--- config.mk ---
export PLATFORM = sky130hd
export DESIGN_NAME = bit_serial_sample_emitter
export DESIGN_NICKNAME = d
export VERILOG_FILES = /design/src/rtl/bit_serial_sample_emitter.sv
export SDC_FILE = /design/constraint.sdc
export NUM_CORES = 1
export LEC_CHECK = 0
export ABC_AREA = 1
export CORE_MARGIN = 2
export CORE_UTILIZATION = 60
export CTS_CLUSTER_DIAMETER = 150
export DETAILED_ROUTE_END_ITERATION = 12
export MAX_ROUTING_LAYER = met4
export PLACE_DENSITY = 0.84
export RECOVER_POWER = 50
export SKIP_LAST_GASP = 1
export SYNTH_ARGS = -nofsm -noshare
export SYNTH_HDL_FRONTEND = slang
export SYNTH_SLANG_ARGS = --single-unit
--- constraint.sdc ---
create_clock -name clk -period 8.3 [get_ports clk]
set_input_delay 0.83 -clock clk [delete_from_list [all_inputs] [get_ports clk]]
set_output_delay 0.83 -clock clk [all_outputs]
set_load 0.03 [all_outputs]
--- src/rtl/bit_serial_sample_emitter.sv ---
// Bit-serial emitter: transposes NUM_BANK 32-bit lanes into MSB-first bit-planes,
// with a one-entry holding buffer so back-to-back chunks stream without bubbles.
module bit_serial_sample_emitter #(
    parameter int unsigned NUM_BANK       = 8,
    parameter int unsigned MAX_DEPTH_BITS = 9
) (
    input  logic                        clk,
    input  logic                        rst_n,
    input  logic [5:0]                  numBits_minus_1,
    input  logic [MAX_DEPTH_BITS:0]     data_dim_minus_1,
    input  logic                        in_valid,
    output logic                        in_ready,
    input  logic [NUM_BANK*32-1:0]      in_data,
    output logic                        a_valid,
    output logic [NUM_BANK-1:0]         a,
    output logic                        a_first,
    output logic                        a_last,
    output logic                        busy
);

    localparam int unsigned DW     = MAX_DEPTH_BITS + 1;
    localparam int unsigned DATA_W = NUM_BANK * 32;

    localparam logic [0:0] IDLE = 1'b0;
    localparam logic [0:0] EMIT = 1'b1;

    logic [0:0]        state_q, state_d;
    logic [DATA_W-1:0] data_q, data_d;
    logic [DATA_W-1:0] hold_q, hold_d;
    logic              hold_valid_q, hold_valid_d;
    logic              started_q;
    logic [4:0]        bit_idx_q, bit_idx_d;
    logic [DW-1:0]     dim_idx_q, dim_idx_d;
    logic [4:0]        plast_q, plast_d;
    logic [DW-1:0]     ddim_q, ddim_d;

    logic [DW:0]       dim_sum;
    logic [DW-1:0]     next_dim;
    logic              chunk_last;
    logic              plane_last;
    logic              accept;
    logic              load;
    logic              load_from_hold;
    logic [4:0]        nb_clamped;

    assign dim_sum    = {1'b0, dim_idx_q} + (DW + 1)'(NUM_BANK);
    assign chunk_last = dim_sum > {1'b0, ddim_q};
    assign plane_last = (bit_idx_q == plast_q);
    assign nb_clamped = (numBits_minus_1 > 6'd31) ? 5'd31 : numBits_minus_1[4:0];

    assign in_ready = started_q & ~hold_valid_q;
    assign accept   = in_valid & in_ready;

    always_comb begin
        state_d        = state_q;
        data_d         = data_q;
        hold_d         = hold_q;
        hold_valid_d   = hold_valid_q;
        bit_idx_d      = bit_idx_q;
        dim_idx_d      = dim_idx_q;
        plast_d        = plast_q;
        ddim_d         = ddim_q;
        next_dim       = dim_idx_q;
        load           = 1'b0;
        load_from_hold = 1'b0;

        case (state_q)
            IDLE: begin
                if (accept) begin
                    load      = 1'b1;
                    state_d   = EMIT;
                    bit_idx_d = '0;
                end
            end
            default: begin
                for (int unsigned i = 0; i < NUM_BANK; i++) begin
                    data_d[i*32 +: 32] = {data_q[i*32 +: 31], 1'b0};
                end
                if (!plane_last) begin
                    bit_idx_d = bit_idx_q + 5'd1;
                    if (accept) begin
                        hold_d       = in_data;
                        hold_valid_d = 1'b1;
                    end
                end else begin
                    bit_idx_d = '0;
                    next_dim  = chunk_last ? '0 : dim_sum[DW-1:0];
                    dim_idx_d = next_dim;
                    // Buffered chunk has priority; otherwise take the input directly for zero bubble.
                    if (hold_valid_q) begin
                        load           = 1'b1;
                        load_from_hold = 1'b1;
                        hold_valid_d   = 1'b0;
                    end else if (accept) begin
                        load = 1'b1;
                    end else begin
                        state_d = IDLE;
                    end
                end
            end
        endcase

        if (load) begin
            data_d = load_from_hold ? hold_q : in_data;
            if (next_dim == '0) begin
                plast_d = nb_clamped;
                ddim_d  = data_dim_minus_1;
            end
        end
    end

    always_ff @(posedge clk or negedge rst_n) begin
        if (!rst_n) begin
            state_q      <= IDLE;
            data_q       <= '0;
            hold_q       <= '0;
            hold_valid_q <= 1'b0;
            started_q    <= 1'b0;
            bit_idx_q    <= '0;
            dim_idx_q    <= '0;
            plast_q      <= '0;
            ddim_q       <= '0;
        end else begin
            state_q      <= state_d;
            data_q       <= data_d;
            hold_q       <= hold_d;
            hold_valid_q <= hold_valid_d;
            started_q    <= 1'b1;
            bit_idx_q    <= bit_idx_d;
            dim_idx_q    <= dim_idx_d;
            plast_q      <= plast_d;
            ddim_q       <= ddim_d;
        end
    end

    assign a_valid = (state_q == EMIT);

    always_comb begin
        a = '0;
        if (a_valid) begin
            for (int unsigned i = 0; i < NUM_BANK; i++) begin
                a[i] = data_q[i*32 + 31];
            end
        end
    end

    assign a_first = a_valid && (bit_idx_q == '0) && (dim_idx_q == '0);
    assign a_last  = a_valid && plane_last && chunk_last;
    assign busy    = a_valid | hold_valid_q;

endmodule

==> flow_metrics.tcl, run 1 <==
set metrics [dict create \
    wl_per_cell_microns 18.4 \
    htreeDepth 2 \
    seq_area_frac_synth_pct 57.1 \
    die_height_microns 204 \
    dp_hpwl_mm 37.1 \
    clock_power_share_pct 23.9 \
    finalSetupViolations 0 \
    fin_setup_tns_ns 0 \
    fin_skew_ns 0.0189 \
    max_freq_mhz 161 \
    post-cts-setup-buffers 0 \
    worst_setup_path_start_kind "input pin" \
    power_frac_seq_pct 42.5 \
    min-delay-path-class "input pin to asynchronous set/reset pin" \
    final_cells 3542 \
    critical_path.max_fanout 98 \
    core_area_sq_um 39500 \
    p_per_area_nw_per_um2 382 \
    maxSlewViolCount 490 \
    drc 0 \
    ys_types 30 \
    dp.cells 3424 \
    area_growth_pct 19.7 \
    holdWs_ns 0.287 \
    clock_latency_ns 0.61 \
    p_int_w 0.00681 \
    synth.avg_cell_area_sq_um 8.55 \
    combPwrFrac_pct 33.6 \
    hold_violations 0 \
    relSlewSlack_pct -217 \
    gr-total-overflow 0 \
    cts_tree "done" \
    worst_pin_slew_ns 4.76 \
    ys_seq_elements 545 \
    status "complete, but fails checks" \
    crit_type "input pin to register" \
    clk_pin_slew_worst_paths_ns 0.06 \
    routed_wirelength_mm 65.1 \
    peakVddDrop_mv 0.353 \
    final_antenna_net_count 0 \
    drtIter0Drc 2213 \
    initial_core_util_pct 60.4 \
    post-route-util_pct 72.3 \
    grt_pass1_wl_mm 105 \
    max-cap-violations 5 \
    dr_total_vias 21200 \
    gp_congestion 0.845 \
    syn-num-nets 3083 \
    worstSetupEndpointType "register" \
    clock-root-buffer "clkbuf_16" \
    clk_path_buf_depth 3 \
    cts_made_buffers 56 \
    cts_hold_buf 0 \
    rsz0062_at_grt "false" \
    die-area_sq_um 41400 \
    finalPower_w 0.0109 \
    ys_warn_count 0 \
    grt_pass1_vias 20800 \
    cts.repair.resized 0 \
    synth_area_sq_um 23900 \
    gr-usage-all-layers_pct 32.2 \
    post-route-period-util_pct 74.8 \
    grt_max_degree 185 \
    io_pins 288 \
    critPathRequiredTime_ns 8.83 \
    antenna_found_initial 14 \
    cts_num_sinks 545 \
    total_leakage_power_nw 13.1 \
    row_count 73 \
    min_period_ns 6.21 \
    first_pass_iters 7 \
    via_per_inst 5.97 \
    p_sw_w 0.00412 \
    port_buffers 287 \
    violations "capacitance limit, slew limit" \
    die_x_microns 204 \
    switching_share_pct 37.7 \
    drive_above_1_share_pct 4.73 \
    nets 3245 \
    arrival_ns 6.74 \
    netlist_instances 2795 \
]
==> logic make-up (layout without fill, tap and decap cells) <==
| kind of cell | Yosys count | in the layout | synth area share [%] |
|---|---|---|---|
| buf+inv | 259 | 463 | 4.81 |
| other cells | 1 | 19 | 0.0157 |
| xor+xnor | 8 | 8 | 0.293 |
| fa+ha+maj | 13 | 13 | 0.681 |
| simple gates | 1188 | 1188 | 19.4 |
| flops | 545 | 545 | 57.1 |
| compound gates | 781 | 781 | 17.7 |
==> worst max-delay path, stage by stage <==
cell and delay, ns:
clkdlybuf4s50_1 0.50, nand2_1 0.11, nand2_1 0.24, clkbuf_1 3.35, buf_4 1.18, o22ai_1 0.23, a21oi_1 0.19
==> final timing paths <==
path / from / to / slack [ns] / depth (start not counted)
min in group clk: hold_q[84]$_DFFE_PN0P_ / hold_q[84]$_DFFE_PN0P_ / 0.47 / 2
max reg2reg: hold_valid_q$_DFFE_PN0P_ / data_q[142]$_DFFE_PN0P_ / 2.12 / 7
min reg2reg: hold_q[84]$_DFFE_PN0P_ / hold_q[84]$_DFFE_PN0P_ / 0.47 / 2
max in group asynchronous: rst_n / data_q[111]$_DFFE_PN0P_ / 3.11 / 2
min: rst_n / ddim_q[6]$_DFFE_PN0P_ / 0.29 / 1
max: in_valid / data_q[142]$_DFFE_PN0P_ / 2.09 / 7
==> cells in the mapped netlist, drive strengths merged <==
cell type  count  area share, %
nand4          5           0.19
o21ai         24           0.52
dfrtp        545             57
a21oi        506             11
inv           58           0.91
nor2          34           0.74
ha            13           0.68
conb           1          0.016
xor2           5           0.18
xnor2          3           0.11
nand2       1114             18
clkbuf        96            1.5
or2            6           0.16
nand3         27           0.59
o22ai        251            6.6
buf          105            2.4
nor3           2          0.042
==> per-layer routing <==
metal  track usage (%)  vias up  part of all wire (%)
met3              6.10      166                   8.5
met1              42.1    10400                    40
met4              13.4        0                   3.6
met2              49.8      936                    48
met5                 -        -                     0
li1                  -     9682                     -
==> cells in the final DEF, fill, tap and decap left out, types with 2 or more instances in the layout <==
master,instances
clkbuf_16,57
clkbuf_8,13
nor2_1,26
o21ai_0,24
nor3_1,2
xor2_1,5
xnor2_1,3
or2_2,6
a21oi_1,503
clkinv_2,10
buf_4,13
o22ai_1,251
nand3_1,26
nor2_8,2
clkbuf_1,13
dfrtp_1,545
nand4_1,5
inv_6,2
nand2_8,3
ha_1,13
nor2_2,4
clkdlybuf4s50_1,286
inv_8,2
clkinvlp_4,2
a21oi_2,3
bufinv_16,6
diode_2,18
inv_2,5
inv_1,51
nand2_2,7
nor2_4,2
nand2_1,1103
==> registers in the layout (all words and copies together), names as in the netlist <==
register	cells
a_valid	1
bit_idx_q	5
hold_valid_q	1
dim_idx_q	10
started_q	1
hold_q	256
data_q	256
ddim_q	10
plast_q	5
==> through the flow <==
| stage | setup slack [ns] | instance area [sq um] |
|---|---|---|
| 2_1_floorplan | 5.19 | 23900 |
| 3_3_place_gp | 3.12 | 26700 |
| 3_5_place_dp | 2.98 | 26700 |
| 4_1_cts | 3.57 | 28600 |
| 5_1_grt | 1.75 | 28600 |
| 6_report | 2.09 | 28600 |
==> power groups by stage <==
stage,registers (W),clock network [W],logic [W]
2_1_floorplan,0.00444,0,0.00278
6_report,0.00465,0.00261,0.00367
4_1_cts,0.00463,0.00264,0.00366
3_3_place_gp,0.00459,0,0.00341
5_1_grt,0.00478,0.00274,0.00412
3_5_place_dp,0.00465,0,0.00361
==> final cells by class <==
class                      count  area (sq um)
clock buffer                  79          1640
sequential                   545         13600
clock inverter                21           272
timing repair buffer         305          3000
antenna                       18          45.0
inverter                      58           233
fill                        2904         10900
tap                          525           657
multi-input combinational   1991          9130
No activity file was read; power rests on OpenSTA's default activity.
==> run 2, diff against run 1 <==
CORE_UTILIZATION = 56   (was 60)
PLACE_DENSITY = 0.79   (was 0.84)
clock period = 5.95 ns   (was 8.3 ns; I/O delays follow)
==> flow_metrics.tcl, run 2 (synthesis gave the netlist of run 1 again) <==
set metrics [dict create \
    critPathRequiredTime_ns 6.48 \
    arrival_ns 5.38 \
    fin_skew_ns 0.0130 \
    r2r_start "a_valid$_DFF_PN0_" \
    antenna_found_initial 14 \
    maxSlewViolCount 427 \
    holdPathEnd "hold_q[197]$_DFFE_PN0P_" \
    final_antenna_net_count 0 \
    drive_above_1_share_pct 4.70 \
    dp_hpwl_mm 37.1 \
    wl_per_cell_microns 18.2 \
    first_pass_iters 5 \
    critical_path.max_fanout 98 \
    die-area_sq_um 44300 \
    status "complete, but fails checks" \
    cts_made_buffers 56 \
    crit_type "register to register" \
    rsz0062_at_grt "false" \
    mostFrequentLayoutCells "nand2_1, dfrtp_1, a21oi_1" \
    htreeDepth 2 \
    hold_violations 0 \
    io_pins 288 \
    hold_depth 2 \
    max_freq_mhz 206 \
    gr-usage-all-layers_pct 30.0 \
    row_count 75 \
    core_area_sq_um 42000 \
    min-delay-path-class "register to register" \
    die_x_microns 211 \
    gr-total-overflow 0 \
    final.setup.worst_slack_ns 1.10 \
    post-cts-setup-buffers 0 \
    multiInputGateArea_sq_um 9150 \
    grt_max_degree 204 \
    cts_hold_buf 0 \
    total_leakage_power_nw 13.0 \
    grt_pass1_vias 20800 \
    cts.repair.resized 0 \
    die_height_microns 211 \
    dr_total_vias 20900 \
    reg2reg_to "data_q[4]$_DFFE_PN0P_" \
    worstSetupEndpointType "register" \
    violations "capacitance limit, slew limit" \
    via_per_inst 5.87 \
    nets 3241 \
    port_buffers 287 \
    grt_pass1_wl_mm 105 \
    drc 0 \
    min_period_ns 4.85 \
    ff2ff_path_depth 9 \
    dp_slack_ns 1.07 \
    cts_tree "done" \
    gp_congestion 0.840 \
    finalSetupViolations 0 \
    cts_num_sinks 545 \
    worst_setup_path_start_kind "register" \
    initial_core_util_pct 56.8 \
    mostFrequentLayoutCell "nand2_1" \
    reg.largest.list "data_q (256), hold_q (256)" \
    fin_setup_tns_ns 0 \
    max-cap-violations 3 \
    reg2reg_setup_slack_ns 1.10 \
    relSlewSlack_pct -91.3 \
    clock_latency_ns 0.61 \
    p_per_area_nw_per_um2 528 \
    drtIter0Drc 2164 \
    post-route-period-util_pct 81.6 \
    area_growth_pct 19.6 \
    fill_cells 3250 \
    worst_pin_slew_ns 2.87 \
    min_from "hold_q[197]$_DFFE_PN0P_" \
    clk_pin_slew_worst_paths_ns 0.06 \
    peakVddDrop_mv 0.281 \
    clock-root-buffer "clkbuf_16" \
    regArea_sq_um 13600 \
    routed_wirelength_mm 64.6 \
    clk_path_buf_depth 3 \
]
-- run 2: stage by stage --
stage               instance area, sq um  cells  hold slack [ns]  utilization, %  power [W]
finish                             28600   3551            0.470            68.0     0.0151
global route                       28600   3551            0.487            68.0     0.0161
CTS                                28600   3537           0.0493            68.0     0.0151
detailed placement                 26800   3434            0.458            63.7     0.0115
global placement                   26800   3434            0.453            63.7     0.0112
floorplan                          23900   2795            0.299               -     0.0101
-- run 2: worst max-delay path by stage --
stage,from,endpoint,slack [ns]
2_1_floorplan,dim_idx_q[3]$_DFF_PN0_,a_last,3.07
3_3_place_gp,in_valid,data_q[19]$_DFFE_PN0P_,1.21
3_5_place_dp,a_valid$_DFF_PN0_,data_q[18]$_DFFE_PN0P_,1.07
4_1_cts,a_valid$_DFF_PN0_,data_q[4]$_DFFE_PN0P_,1.08
5_1_grt,rst_n,data_q[119]$_DFFE_PN0P_,0.43
6_report,a_valid$_DFF_PN0_,data_q[4]$_DFFE_PN0P_,1.10
-- run 2: per-layer routing --
layer  vias to the layer above  part of all wire [%]  track usage [%]
met1                     10200                    42             39.6
li1                       9665                     -                -
met2                       882                    47             46.6
met5                         -                     0                -
met3                       153                   7.9             5.38
met4                         0                   3.4             11.7
-- run 2: area by class of cell --
cell class,instances,share of cell area (%)
timing repair buffer,301,10.6
clock buffer,87,5.84
inverter,58,0.814
antenna,14,0.123
tap,539,2.36
multi-input combinational,1991,32.0
clock inverter,16,0.587
sequential,545,47.7
-- run 2: where the power goes --
part | switching, W | internal, W
combinational | 0.00324 | 0.00185
sequential | 0.00101 | 0.00547
clock | 0.00147 | 0.00205
total | 0.00572 | 0.00937
-- run 2: critical path: stages, from the launching register on --
cell and delay [ns]:
dfrtp_1 0.95, inv_1 0.18, nand2_4 0.52, inv_1 0.42
nor2_1 0.40, nand2_8 0.32, nand2_8 0.53, buf_4 0.91
o22ai_1 0.19, a21oi_1 0.22
